`config.mk`:
```
export PLATFORM = sky130hd
export DESIGN_NAME = fetch_unit
export DESIGN_NICKNAME = d
export VERILOG_FILES = /design/src/rtl/cpu_pkg.sv /design/src/rtl/fetch_unit.sv
export SDC_FILE = /design/constraint.sdc
export NUM_CORES = 1
export LEC_CHECK = 0
export CORE_ASPECT_RATIO = 0.7
export CORE_UTILIZATION = 47
export CTS_CLUSTER_SIZE = 16
export DETAILED_ROUTE_END_ITERATION = 10
export PLACE_DENSITY = 0.91
export SETUP_SLACK_MARGIN = 0.15
export SLEW_MARGIN = 15
export SYNTH_ARGS = -nofsm -noshare
export SYNTH_HDL_FRONTEND = slang
export SYNTH_SLANG_ARGS = --single-unit
```
`constraint.sdc`:
```
create_clock -name clk -period 2.6 [get_ports clk]
set_clock_uncertainty 0.05 [all_clocks]
set_input_delay 0.26 -clock clk [delete_from_list [all_inputs] [get_ports clk]]
set_output_delay 0.26 -clock clk [all_outputs]
set_load 0.02 [all_outputs]
```
`src/rtl/cpu_pkg.sv`:
```
// rtl/cpu_pkg.sv - shared widths, fetch state encoding and opcode constants
package cpu_pkg;

    localparam int PC_W    = 10;
    localparam int INSTR_W = 16;
    localparam int CNT_W   = 16;

    typedef enum logic [1:0] {
        S_IDLE   = 2'd0,
        S_FETCH  = 2'd1,
        S_ISSUE  = 2'd2,
        S_HALTED = 2'd3
    } fetch_state_t;

    localparam logic [3:0] OP_HALT = 4'h0;
    localparam logic [3:0] OP_AND  = 4'h1;
    localparam logic [3:0] OP_OR   = 4'h2;
    localparam logic [3:0] OP_ADD  = 4'h3;
    localparam logic [3:0] OP_SUB  = 4'h4;
    localparam logic [3:0] OP_ADDI = 4'h5;
    localparam logic [3:0] OP_COMP = 4'h6;
    localparam logic [3:0] OP_COPY = 4'h7;
    localparam logic [3:0] OP_CPYC = 4'h8;
    localparam logic [3:0] OP_LOAD = 4'h9;
    localparam logic [3:0] OP_STOR = 4'hA;
    localparam logic [3:0] OP_PUSH = 4'hB;
    localparam logic [3:0] OP_POP  = 4'hC;
    localparam logic [3:0] OP_JMPL = 4'hD;
    localparam logic [3:0] OP_JMPE = 4'hE;
    localparam logic [3:0] OP_JUMP = 4'hF;

endpackage

```
`src/rtl/fetch_unit.sv`:
```
// rtl/fetch_unit.sv - instruction fetch stage: pc, ir, imem handshake, retire count
module fetch_unit
    import cpu_pkg::*;
(
    input  logic               clk,
    input  logic               rstN,
    input  logic               run,
    output logic               imemReq,
    output logic [PC_W-1:0]    imemAddr,
    input  logic               imemAck,
    input  logic [INSTR_W-1:0] imemData,
    output logic [3:0]         opcode,
    output logic [11:0]        instrData,
    output logic               instrValid,
    input  logic               exDone,
    input  logic               jumpTaken,
    input  logic [PC_W-1:0]    jumpTarget,
    input  logic               haltIn,
    output logic               halted,
    output logic [PC_W-1:0]    pc,
    output logic [CNT_W-1:0]   instrCount
);

    fetch_state_t       state, state_nxt;
    logic [PC_W-1:0]    pc_q, pc_nxt;
    logic [INSTR_W-1:0] ir_q, ir_nxt;
    logic [CNT_W-1:0]   cnt_q, cnt_nxt;

    // State register; async reset returns to IDLE so an in-flight request drops at once
    always_ff @(posedge clk or negedge rstN) begin
        if (!rstN) begin
            state <= S_IDLE;
        end else begin
            state <= state_nxt;
        end
    end

    // Datapath registers: program counter, instruction register, retired count
    always_ff @(posedge clk or negedge rstN) begin
        if (!rstN) begin
            pc_q  <= '0;
            ir_q  <= '0;
            cnt_q <= '0;
        end else begin
            pc_q  <= pc_nxt;
            ir_q  <= ir_nxt;
            cnt_q <= cnt_nxt;
        end
    end

    // Next-state and datapath update; halt outranks exDone in ISSUE
    always_comb begin
        state_nxt = state;
        pc_nxt    = pc_q;
        ir_nxt    = ir_q;
        cnt_nxt   = cnt_q;
        case (state)
            S_IDLE: begin
                if (run) begin
                    state_nxt = S_FETCH;
                end
            end
            S_FETCH: begin
                if (imemAck) begin
                    ir_nxt    = imemData;
                    state_nxt = S_ISSUE;
                end
            end
            S_ISSUE: begin
                if (haltIn) begin
                    state_nxt = S_HALTED;
                end else if (exDone) begin
                    pc_nxt    = jumpTaken ? jumpTarget : pc_q + 1'b1;
                    cnt_nxt   = (cnt_q == '1) ? cnt_q : cnt_q + 1'b1;
                    state_nxt = S_FETCH;
                end
            end
            S_HALTED: begin
                state_nxt = S_HALTED;
            end
            default: begin
                state_nxt = S_IDLE;
            end
        endcase
    end

    // Outputs come only from state and registers, never straight from inputs
    assign imemReq    = (state == S_FETCH);
    assign imemAddr   = pc_q;
    assign instrValid = (state == S_ISSUE);
    assign halted     = (state == S_HALTED);
    assign opcode     = ir_q[INSTR_W-1 -: 4];
    assign instrData  = ir_q[11:0];
    assign pc         = pc_q;
    assign instrCount = cnt_q;

endmodule

```
==> results of run 1 <==
==> state kept, by name, summed over array words and instances, names as in the netlist <==
signal / flops
imemAddr: 10
instrCount: 16
ir_q: 16
state: 2
==> cell usage after synthesis (all sizes together), types with 3 or more instances <==
library cell and count:
nor4 4, nor2 11, a31oi 4, dfrtp 44
buf 15, nand3 6, clkbuf 4, nand3b 3
mux2 20, inv 3, and3 3, xor2 10
o21ai 8, nand4 5, nand2 15, nor3 7
a21oi 12
==> cells by family (layout without fill, tap and decap cells) <==
| kind of cell | Yosys count | count (layout) | synth area share (%) |
|---|---|---|---|
| fa+ha+maj | 2 | 2 | 1.12 |
| simple gates | 67 | 67 | 18.0 |
| compound gates | 38 | 38 | 11.0 |
| buf+inv | 22 | 101 | 6.03 |
| mux | 21 | 21 | 10.5 |
| flops | 44 | 44 | 49.1 |
| xor+xnor | 11 | 11 | 4.30 |
==> worst min-delay path by stage <==
| stage | start | slack [ns] | cells after the start | end |
|---|---|---|---|---|
| 5_1_grt | rstN | 0.14 | 1 | instrCount[3] |
| 3_5_place_dp | rstN | 0.42 | 1 | instrCount[1] |
| 2_1_floorplan | rstN | -0.09 | 0 | imemAddr[0] |
| 4_1_cts | rstN | 0.09 | 1 | instrCount[3] |
| 3_3_place_gp | rstN | 0.42 | 1 | instrCount[8] |
| 6_report | rstN | 0.06 | 1 | instrCount[3] |
==> routing by layer <==
metal | global-route usage [%] | wire [µm]
met5 | 0 | 0
met4 | 7.75 | 74
met3 | 5.25 | 409
met2 | 30.8 | 2250
met1 | 30.5 | 2390
==> per-stage QoR <==
step / utilization, % / area, µm² / worst slack (ns)
floorplan: - / 2240 / 0.846
global placement: 69.0 / 3080 / 0.524
detailed placement: 69.0 / 3080 / 0.456
CTS: 71.5 / 3180 / 0.670
global route: 71.5 / 3180 / 0.525
finish: 71.5 / 3180 / 0.637
==> power breakdown <==
group          switching [mW]  total (mW)  internal [mW]
logic                   0.336       0.743          0.407
registers              0.0998       0.920          0.820
clock network           0.223       0.508          0.285
total                   0.659        2.17           1.51
==> cell type report <==
class                      instances  area, µm²  share of cell area [%]
clock buffer                       6       72.6                    2.28
clock inverter                     2       35.0                    1.10
inverter                           3       11.3                   0.354
multi-input combinational        139       1010                    31.6
sequential                        44       1100                    34.6
tap                               55       68.8                    2.16
timing repair buffer              90        888                    27.9
==> impl_metrics.tcl, run 1 <==
set metrics [dict create \
    rows 20 \
    path_class "reg2reg" \
    fin_crit_ns 1.96 \
    crit_buf_inv 0 \
    clockRootBuffer "clkbuf_8" \
    r2r-start "state[0]" \
    slew_headroom_pct 36.1 \
    first_iter_violations 134 \
    viasPerCell 5.56 \
    syn-num-nets 240 \
    setup_viol 0 \
    hp-class "in2async" \
    violations "DRC" \
    cp.arrival_ns 2.11 \
    numCtsBuffers 5 \
    cp_max_fo 11 \
    yosys.area.top_type "dfrtp_1" \
    post_cts_resized 0 \
    endpoint_kind "flop" \
    cp-endpoint "instrCount[2]" \
    maxClockFrequency_mhz 509 \
    cts-hold-fix-buffers 0 \
    crit_slowest_cell "and4bb_1" \
    gp_congestion 0.884 \
    h-tree-depth 2 \
    r2r-end "instrCount[2]" \
    final_antenna_net_count 0 \
    cp.depth 4 \
    cp_data_required_time_ns 2.75 \
    grt-ovfl-total 0 \
    io_pins 88 \
    grt_max_degree 45 \
    critPathLaunch "state[0]" \
    antenna_found_initial 0 \
    min_period_over_period_pct 75.5 \
    die_w_um 84.6 \
    tns_ns 0 \
    path_clk_slew_ns 0.09 \
    critPathLaunchType "flop" \
    max_stage_delay_ns 0.59 \
    cellPowerDensity_nw_per_um2 682 \
    slew_violations 0 \
    clock_path_buffers 2 \
    grt_pass1_vias 1663 \
    fillerInstances 340 \
    wl_per_cell_um 15.1 \
    placedCellCount 331 \
    drive_above_1_share_pct 13.7 \
    synth_top_area_share_pct 49.1 \
    syn_area_per_cell_um2 10.9 \
    insertion_delay_ns 0.30 \
    cts_tree "built" \
    reg2reg_slack_ns 0.64 \
    reg2regPathDepth 4 \
    yosysSeqAreaShare_pct 49.1 \
    ys_ff_latch 44 \
    synth_edf_count 0 \
    syn_area_um2 2240 \
    ys_types 50 \
    max-cap-violations 0 \
    p_leak_nw 1.35 \
    post_cts_buffers 0 \
    die_area_um2 5060 \
    drtPass1Iterations 8 \
    antenna-diode-count 0 \
    path_cells "and4bb_1 -> nand2_1 -> a31oi_1 -> xor2_1" \
    tightest_slew_ns 0.958 \
    fin_cells 339 \
    track_usage_pct 21.0 \
    nets 318 \
    numClockSinks 44 \
    p_total_mw 2.17 \
    status "finished with violations" \
    post-route-drc-count 7 \
    vias 1886 \
    start_util_pct 50.3 \
    drt_wl_total_um 5120 \
    critical_path.top_delay_family "simple AND/OR/NAND/NOR gates" \
    yosysWarnings 0 \
    hpwl_um 3680 \
    synthFlopType "dfrtp_1" \
    peakVddDrop_mv 0.533 \
    area_growth_syn_to_layout_pct 42.0 \
    grt_pass1_wl_um 8170 \
    async_flop_share_pct 100 \
    port_buffers 87 \
    layout_commonest_cell "clkdlybuf4s50_1" \
    rsz0062_at_grt "no" \
    synth_cells 205 \
    hold_violations 0 \
    synth_area_leaders "dfrtp_1, mux2_2, xor2_1" \
    whs_ns 0.0569 \
    core_area_um2 4450 \
    die_h_um 59.8 \
    mostFrequentLayoutCells "clkdlybuf4s50_1, dfrtp_1, mux2_2, nand2_1" \
]
Power figures use the tool's default switching activity.
==> inputs of run 2 (changes only) <==
- CORE_UTILIZATION: 47 -> 39
- PLACE_DENSITY: 0.91 -> 0.82
- clock period: 2.6 -> 1.6 ns (I/O delays scaled with it)
==> impl_metrics.tcl, run 2 (synthesized netlist as in run 1, its figures left out) <==
set metrics [dict create \
    antenna_found_initial 0 \
    critical_path.top_delay_family "simple AND/OR/NAND/NOR gates" \
    final_antenna_net_count 0 \
    drtPass1Iterations 4 \
    violations "setup timing" \
    path_cells "and4bb_4 -> nand4_4 -> buf_4 -> a21oi_2 -> xnor2_1" \
    drive_above_1_share_pct 43.3 \
    fin_crit_ns 1.65 \
    mostFrequentLayoutCells "dlygate4sd2_1, buf_4, clkdlybuf4s50_1, dfrtp_2" \
    cellPowerDensity_nw_per_um2 915 \
    die_h_um 65.4 \
    first_iter_violations 147 \
    cp.arrival_ns 1.80 \
    post-place-ws_ns -0.255 \
    max-cap-violations 0 \
    critPathLaunchType "flop" \
    hpwl_um 4040 \
    gp_congestion 0.822 \
    slew_headroom_pct 73.8 \
    post-route-drc-count 0 \
    maxClockFrequency_mhz 608 \
    crit_slowest_cell "dfrtp_1" \
    die_area_um2 6060 \
    clock_path_buffers 2 \
    viasPerCell 5.19 \
    slew_violations 0 \
    fin_cells 407 \
    numClockSinks 44 \
    antenna-diode-count 0 \
    area_growth_syn_to_layout_pct 75.4 \
    insertion_delay_ns 0.30 \
    p_leak_nw 1.94 \
    drt_wl_total_um 6510 \
    crit_buf_inv 1 \
    core_area_um2 5400 \
    tns_ns -0.0459 \
    fin_ws_ns -0.0459 \
    min_period_over_period_pct 103 \
    start_util_pct 41.6 \
    p_total_mw 3.60 \
    reg2reg_slack_ns -0.05 \
    max_stage_delay_ns 0.40 \
    path_class "reg2reg" \
    placedCellCount 370 \
    path_clk_slew_ns 0.09 \
    rsz0062_at_grt "yes" \
    hold_violations 0 \
    grt_pass1_vias 2014 \
    nets 369 \
    hp-class "in2async" \
    numCtsBuffers 5 \
    r2r-end "instrCount[7]" \
    peakVddDrop_mv 0.467 \
    cts_tree "built" \
    track_usage_pct 20.4 \
    die_w_um 92.6 \
    vias 2114 \
    cp_data_required_time_ns 1.76 \
    clockRootBuffer "clkbuf_8" \
    grt_pass1_wl_um 9540 \
    cp_max_fo 5 \
    grt_max_degree 45 \
    status "finished with violations" \
    wl_per_cell_um 16.0 \
    reg2regPathDepth 5 \
    rows 22 \
    r2r-start "state[0]" \
    h-tree-depth 2 \
    tightest_slew_ns 0.392 \
    setup_viol 1 \
    grt-ovfl-total 0 \
    endpoint_kind "flop" \
    utilization_pct 72.9 \
    layout_commonest_cell "dlygate4sd2_1" \
    port_buffers 87 \
    io_pins 88 \
]
run 2: layout make-up:
type                    count  area (µm²)
clock buffers               6        72.6
clock inverters             2        35.0
fillers                   381        1460
inverters                   3        11.3
multi-input cells         139        1330
flip-flops and latches     44        1130
well taps                  72        90.1
repair buffers            141        1270
run 2: metal layers:
layer	track usage, %	routed length (µm)	vias up
met4	5.19	74	0
met5	0	0	-
li1	-	-	992
met2	35.2	3140	87
met1	26.0	2940	1025
met3	4.86	364	10
run 2: report_power, final:
group / internal [mW] / switching [mW]
clock network: 0.464 / 0.378
logic: 0.647 / 0.610
registers: 1.34 / 0.160
total: 2.45 / 1.15
run 2: what timing repair did:
| action | 4_1_cts | 5_1_grt |
|---|---|---|
| hold buffers | 1 | 0 |
| endpoints found under the setup margin | 74 | 27 |
| pin swaps | 6 | 16 |
| setup buffers | 12 | 16 |
| resized for setup | 78 | 51 |
| endpoints found under the hold margin | 44 | 0 |
run 2: worst max-delay path by stage:
stage | from | to | slack, ns | cells after the start
after detailed placement | haltIn | instrCount[13] | -0.25 | 5
after global placement | haltIn | instrCount[15] | -0.21 | 5
after global routing | state[0] | instrCount[7] | -0.10 | 5
after CTS | state[0] | instrCount[13] | 0.03 | 4
after floorplan | instrCount[2] | instrCount[1] | -0.02 | 5
final | state[0] | instrCount[7] | -0.05 | 5
run 2: per-stage QoR:
stage          cell area, µm²  hold WS (ns)
3_3_place_gp             3390         0.105
3_5_place_dp             3390         0.108
4_1_cts                  3620         0.325
2_1_floorplan            2360        -0.186
5_1_grt                  3930         0.322
6_report                 3930         0.305
run 2: worst reg2reg max path: cells and delay by family, from the launching register on:
family,cells,cell delay [ns]
AND/OR/NAND/NOR,2,0.59
flip-flops,1,0.40
XOR/XNOR,1,0.16
buffers and inverters,1,0.21
AO/OA/AOI/OAI,1,0.16
==> inputs of run 3 (changes only) <==
- RECOVER_POWER: default -> 100
==> impl_metrics.tcl, run 3 (synthesized netlist as in run 1, its figures left out) <==
set metrics [dict create \
    grt_max_degree 45 \
    p_total_mw 3.60 \
    final_area_um2 3920 \
    worstHoldStart "imemData[3]" \
    antenna_found_initial 0 \
    grt_pass1_vias 2014 \
    reg2reg_slack_ns -0.05 \
    drive_above_1_share_pct 43.3 \
    post-place-ws_ns -0.255 \
    port_buffers 87 \
    cts_tree "built" \
    path_clk_slew_ns 0.08 \
    critPathLaunchType "flop" \
    gp_congestion 0.822 \
    die_area_um2 6060 \
    layout_commonest_cell "dlygate4sd2_1" \
    placed_area_um2 3390 \
    die_h_um 65.4 \
    path_cells "and4bb_4 -> nand4_4 -> buf_4 -> a21oi_2 -> xnor2_1" \
    io_pins 88 \
    final_antenna_net_count 0 \
    setup_viol 1 \
    start_util_pct 41.6 \
    min_period_over_period_pct 103 \
    clock_path_buffers 2 \
    cp_max_fo 5 \
    r2r-end "instrCount[7]" \
    vias 2122 \
    maxClockFrequency_mhz 607 \
    cp.arrival_ns 1.81 \
    drt_wl_total_um 6530 \
    numCtsBuffers 5 \
    first_iter_violations 124 \
    crit_slowest_cell "dfrtp_1" \
    clockRootBuffer "clkbuf_8" \
    nets 369 \
    hold_violations 0 \
    hpwl_um 4040 \
    violations "setup timing" \
    slew_violations 0 \
    crit_buf_inv 1 \
    cp_data_required_time_ns 1.76 \
    tns_ns -0.0469 \
    max-cap-violations 0 \
    status "finished with violations" \
    viasPerCell 5.21 \
    grt-ovfl-total 0 \
    reg2regPathDepth 5 \
    fin_ws_ns -0.0469 \
    r2r-start "state[0]" \
    seqPwrFrac_pct 41.8 \
    p_sw_share_pct 32.0 \
    core_area_um2 5400 \
    min_delay_path_depth 2 \
    whs_ns 0.424 \
    clockPowerShare_pct 23.4 \
    antenna-diode-count 0 \
    fin_crit_ns 1.65 \
    wl_per_cell_um 16.0 \
    track_usage_pct 20.4 \
    die_w_um 92.6 \
    h-tree-depth 2 \
    max_stage_delay_ns 0.40 \
    mostFrequentLayoutCells "dlygate4sd2_1, buf_4, clkdlybuf4s50_1, dfrtp_2" \
    path_class "reg2reg" \
    insertion_delay_ns 0.30 \
    grt_pass1_wl_um 9540 \
    post-route-drc-count 0 \
    endpoint_kind "flop" \
    p_leak_nw 1.93 \
    slew_headroom_pct 36.2 \
    hp-class "in2reg" \
    area_growth_syn_to_layout_pct 74.7 \
    drtPass1Iterations 4 \
    rsz0062_at_grt "yes" \
    cellPowerDensity_nw_per_um2 918 \
    tightest_slew_ns 0.957 \
    hold_end "ir_q[3]" \
    power.internal_mw 2.45 \
    numClockSinks 44 \
    comb_power_share_pct 34.8 \
    rows 22 \
    critical_path.top_delay_family "simple AND/OR/NAND/NOR gates" \
    power.switching_mw 1.15 \
    peakVddDrop_mv 0.467 \
]
## run 3: changes by cell type in the layout (fill, tap and decap cells not counted)
cell,delta
buf_12,-1
buf_2,+1
## run 3: final cells by class
cell class / count / area (µm²)
fill: 382 / 1480
multi-input combinational: 139 / 1330
timing repair buffer: 141 / 1250
sequential: 44 / 1130
tap: 72 / 90.1
clock buffer: 6 / 72.6
clock inverter: 2 / 35.0
inverter: 3 / 11.3
## run 3: stage by stage
stage / utilization, % / instances
2_1_floorplan: - / 205
3_3_place_gp: 62.9 / 370
3_5_place_dp: 62.9 / 370
4_1_cts: 67.0 / 391
5_1_grt: 72.6 / 407
6_report: 72.6 / 407
## run 3: layer usage
layer  GRT usage, %  part of all wire, %  vias up
met4           5.19                  1.1        0
li1               -                    -      992
met2           35.2                   48       82
met5              0                    0        -
met3           4.86                  5.5       10
met1           26.0                   45     1038
## run 3: worst max-delay path by stage
stage                     cells after the start        endpoint          start
after detailed placement                      5  instrCount[13]         haltIn
after global routing                          5   instrCount[7]       state[0]
after global placement                        5  instrCount[15]         haltIn
after floorplan                               5   instrCount[1]  instrCount[2]
after CTS                                     4  instrCount[13]       state[0]
final                                         5   instrCount[7]       state[0]
## run 3: power by group through the flow
stage / combinational (mW) / sequential (mW) / clock [mW]
2_1_floorplan: 0.331 / 1.79 / 0
3_5_place_dp: 1.28 / 1.51 / 0
4_1_cts: 1.12 / 1.48 / 0.848
5_1_grt: 1.33 / 1.53 / 0.908
6_report: 1.25 / 1.50 / 0.843
3_3_place_gp: 1.26 / 1.50 / 0
## run 3: repair_timing
| item | 4_1_cts | 5_1_grt |
|---|---|---|
| pin swaps | 6 | 16 |
| gates resized for setup | 78 | 51 |
| setup buffers | 12 | 16 |
| endpoints found under the setup margin | 74 | 27 |
| endpoints found under the hold margin | 44 | 0 |
| hold buffers | 1 | 0 |
## run 3: worst reg2reg max path, stage by stage (launching register included)
cell and delay [ns]:
dfrtp_1 0.40, and4bb_4 0.39, nand4_4 0.20, buf_4 0.21, a21oi_2 0.16, xnor2_1 0.16
==> RTL change 1, RTL diff (flow settings as in run 3) <==
Register the input `jumpTarget` before use, without a reset. The logic sees it one clock later. The other inputs are not delayed to match.
--- a/src/rtl/fetch_unit.sv
+++ b/src/rtl/fetch_unit.sv
@@ -21,4 +21,10 @@
     output logic [CNT_W-1:0]   instrCount
 );
+
+    logic [PC_W-1:0] jumpTarget_q;
+
+    always_ff @(posedge clk) begin
+        jumpTarget_q <= jumpTarget;
+    end
 
     fetch_state_t       state, state_nxt;
@@ -71,5 +77,5 @@
                     state_nxt = S_HALTED;
                 end else if (exDone) begin
-                    pc_nxt    = jumpTaken ? jumpTarget : pc_q + 1'b1;
+                    pc_nxt    = jumpTaken ? jumpTarget_q : pc_q + 1'b1;
                     cnt_nxt   = (cnt_q == '1) ? cnt_q : cnt_q + 1'b1;
                     state_nxt = S_FETCH;
Formal check against the unedited RTL: not equivalent (Yosys sat finds a counterexample within 4 cycles, from zero or initial values and one cycle with rstN low).
==> RTL change 1 against run 3 <==
  * Routed wire length up 3.7%
  * Final area rose by 4.2%
  * Hold slack got worse by 82 ps
  * Sequential cell count grew 10
  * Area after synthesis up 11%
  * Die area rose by 11%
  * Clock power down 11%
  * First-iteration DRC count is 19% lower
  * Sequential power increased by 19%
  * Power increased by 8.8%
  * Setup slack better by 55 ps
  * Critical endpoint is now instrCount[15]
==> RTL change 1: results (changes against run 3) <==
STA
  • Worst slew pin tran: 1011 ps (+53.34 ps)

Logic synthesis
  • Net Count, Synth: 244 (+1.7%)
  • Syn avg cell area: 11.90 µm² (+8.8%)
  • Asr flop ratio synth: 81.48% (-19 points)

Worst setup path
  • Family with the most delay on the worst path: flip-flops
  • CP arrival: 1720 ps (-90 ps)
  • Crit path max fanout: 7 (+2)
  • Crit-path slowest cell: dfrtp_2
  • Worst setup path start: instrCount[1]

Pwr
  • Leakage: 1.965 nW (+1.6%)
  • VDD IR max: 0.6680 mV (+43%)
  • P_comb: 0.00138 W (+10%)
  • Flop+latch power: 0.00178 W (+19%)
  • Total power: 0.003914 W (+8.8%)

Route
  • Iteration-0 DRC Markers: 100 (-19%)
  • Post-route met1 wirelength: 3.099 mm (+4.6%)
  • Via density per instance: 5.083 (-2.5%)

Finish
  • Fraction of layout cells with a size suffix above 1: 40.06% (-3.2 points)

Global routing
  • First-pass GRT wire length: 10.38 mm (+8.8%)
  • Total track usage: 19.92% (-0.48 points)

Clocking
  • CTS resizes: 93 (+19%)

Hold path
  • Hold Crit Endpoint: jumpTarget_q[2]

Placement
  • Cell Area, Placed: 0.003676 mm² (+8.3%)
  • GPL Wtd Cong: 0.8954 (+8.9%)
  • Post-detail-place hpwl: 4.603 mm (+14%)
  • Pre-CTS WS: -207.5 ps (+47.19 ps)

Outcome
  • Outcome: finished, final reports clean
-- RTL change 1: cell count changes in the layout (fill, tap and decap cells not counted), sizes merged, moves of 5 or more --
cell	delta
clkdlybuf4s15	+5
clkdlybuf4s50	-10
buf	-6
dlygate4sd3	+10
dlygate4sd2	-5
dfxtp	+10
-- RTL change 1: kinds of logic after synthesis --
family,count (synthesis)
simple gates,66
buf+inv,21
compound gates,34
flops,54
mux,19
xor+xnor,13
fa+ha+maj,2
-- RTL change 1: cell type report --
class,instances,share of cell area (%)
well taps,75,2.299
inverters,3,0.2759
flip-flops and latches,54,32.43
clock inverters,2,0.3372
clock buffers,6,1.778
multi-input cells,135,33.08
repair buffers,137,29.80
-- RTL change 1: routing by layer --
layer	GRT usage [%]	up-vias
li1	-	996
met1	26.65	1034
met2	33.48	59
met3	4.435	5
met4	4.963	0
met5	0	-
==> RTL change 2, RTL diff (flow settings as in run 3) <==
Made on the original files. Change the package constant `PC_W` from 10 to 12.
--- a/src/rtl/cpu_pkg.sv
+++ b/src/rtl/cpu_pkg.sv
@@ -2,5 +2,5 @@
 package cpu_pkg;
 
-    localparam int PC_W    = 10;
+    localparam int PC_W    = 12;
     localparam int INSTR_W = 16;
     localparam int CNT_W   = 16;
Interface: changed (resized imemAddr, jumpTarget and pc); port bits go from 88 to 94. The function was not compared with the original's and may differ.
==> RTL change 2 against run 3 <==
  * Global-route usage up 0.89 points
  * Maximum frequency grew 5.5%
  * Count of clock-buffer cells in the layout is the same
  * Area after synthesis rose by 7.2%
  * Setup slack improved by 86 ps
  * Sequential cell count is 2 higher
  * Sequential share of layout area is 0.57 points higher
  * Hold slack got worse by 110 ps
  * Routed wire length grew 6.2%
  * Power down 19%
  * Final area increased by 1.2%
==> RTL change 2: results (changes against run 3) <==
Finish
  • Fraction of area in registers: 29.47% (+0.57 points)
  • Non-clk buf share: 31.65% (-0.29 points)
  • Buffers, non-clock: 142 (+0.71%)
  • Final nets: 394 (+6.8%)
  • Final core utilization: 67.87% (-4.7 points)
  • CLK BUF: 6 (unchanged)
  • Fraction of layout cells with a size suffix above 1: 34.64% (-8.6 points)
  • Ant. Diodes: 0 (unchanged)
  • Multi-input gate share of total cell area: 33.83% (about the same)
  • Multi-input gates: 159 (+14%)
  • Multi-input logic area: 0.001341 mm² (+1.2%)
  • Clock-cell share of area: 2.398% (-0.35 points)
  • Synthesis-to-finish area growth: 64.97%
  • Filler Cell Count: 454 (+19%)

Placement
  • Post-detail-place hpwl: 4.684 mm (+16%)
  • GPL Wtd Cong: 0.8430 (+2.6%)
  • Cell Area, Placed: 0.003622 mm² (+6.7%)
  • Port Buf Inserts: 93 (+6.9%)

STA
  • Max_slew headroom: 66.18% (+30 points)

Logic synthesis
  • Synth unique cells: 45 (-10%)
  • Top post-synthesis cells by area: dfrtp_1, mux2_2, buf_4, a21oi_1, nand3_1
  • Net Count, Synth: 266 (+11%)
  • Seq/Total Area, Yosys: 47.89% (-1.2 points)
  • Commonest cells in the netlist: dfrtp_1, mux2_2, buf_4
  • Ys Warns: 0 (unchanged)

Pwr
  • Clock Power: 0.000732 W (-13%)
  • Psw: 0.0008908 W (-22%)
  • Leakage: 1.889 nW (-2.3%)
  • VDD IR max: 0.5808 mV (+24%)
  • P_comb: 0.000765 W (-39%)
  • Int Pwr: 0.002015 W (-18%)

Global routing
  • Largest net degree at the start of global routing: 32 (-29%)
  • First-pass GRT wire length: 10.43 mm (+9.3%)
  • Met1 GRT Util: 28.40% (+2.4 points)
  • Number of global-route vias before repair: 2185 (+8.5%)
  • Initial antenna violation count: 0 (unchanged)
  • Met2 usage: 35.54% (+0.35 points)
  • GRT met3 Usage: 4.842% (-0.019 points)
  • Total track usage: 21.28% (+0.89 points)

Hold path
  • Hold Crit Class: in -> async

Outcome
  • Outcome: finished, final reports clean

Worst setup path
  • CP arrival: 1690 ps (-120 ps)
  • Crit path max fanout: 5 (unchanged)

Clocking
  • CTS Buf Count: 5 (unchanged)
  • Clk root buf: clkbuf_8
  • Clock Path Buffers: 2 (unchanged)
  • Clk sinks: 46 (+4.5%)
  • Worst-path clk slew: ~90 ps
  • Worst skew pair latency: 290 ps

Route
  • Post-route met1 wirelength: 3.035 mm (+2.4%)
  • Iteration-0 DRC Markers: 110 (-11%)
  • Vias: 2304 (+8.6%)
  • WL/cell: 16.01 µm (-0.16%)
  • Met2 wire length: 3.375 mm (+7.8%)
  • Met3 routed WL: 475 µm (+32%)
[RTL change 2: cell count changes in the layout (fill, tap and decap cells not counted), sizes merged, moves of 4 or more]
cell	run 3	this run
buf	57	43
and4	1	5
nand3	6	13
mux2i	1	5
xor2	10	5
clkbuf	6	15
o21ai	8	13
dlygate4sd2	51	55
[RTL change 2: final timing paths]
kind                                    from              to  slack (ps)  depth (start not counted)
worst max-delay path                state[0]  instrCount[13]          40                          4
worst min-delay path                    rstN         ir_q[4]         310                          2
worst max register to register      state[0]  instrCount[13]          40                          4
worst min register to register       ir_q[4]         ir_q[4]         460                          1
max in group asynchronous               rstN  instrCount[13]         450                          3
min in group clk                imemData[10]        ir_q[10]         420                          2
[RTL change 2: through the flow]
stage               setup WS, ps  cells  hold WS [ps]
finish                     39.57    433         309.9
global route              -7.159    433         373.1
CTS                        35.15    427         304.0
detailed placement        -215.3    405         91.50
global placement          -199.4    405         84.27
floorplan                 -12.01    229        -185.6
[RTL change 2: kinds of logic (layout without fill, tap and decap cells)]
group	after synthesis	in the layout	share of synthesized area (%)
adder cells (fa/ha/maj)	2	2	1.041
XOR/XNOR	7	7	2.551
AO/OA/AOI/OAI	47	47	12.44
flip-flops	46	46	47.89
buffers and inverters	25	153	6.351
AND/OR/NAND/NOR	77	78	18.12
multiplexers	25	25	11.61
[RTL change 2: repair_timing]
action / in CTS / in global routing
buffers inserted: 12 / 5
cloned: 1 / 1
endpoints found under the hold margin: 18 / 0
endpoints found under the setup margin: 96 / 44
gates resized for setup: 89 / 48
hold buffers: 1 / 0
pin swaps: 4 / 12
[RTL change 2: critical path, cell delays in order (launching register included)]
cell and delay, ps:
dfrtp_1 390, and4bb_4 360, and4b_4 280, nand3_2 80, mux2_4 300
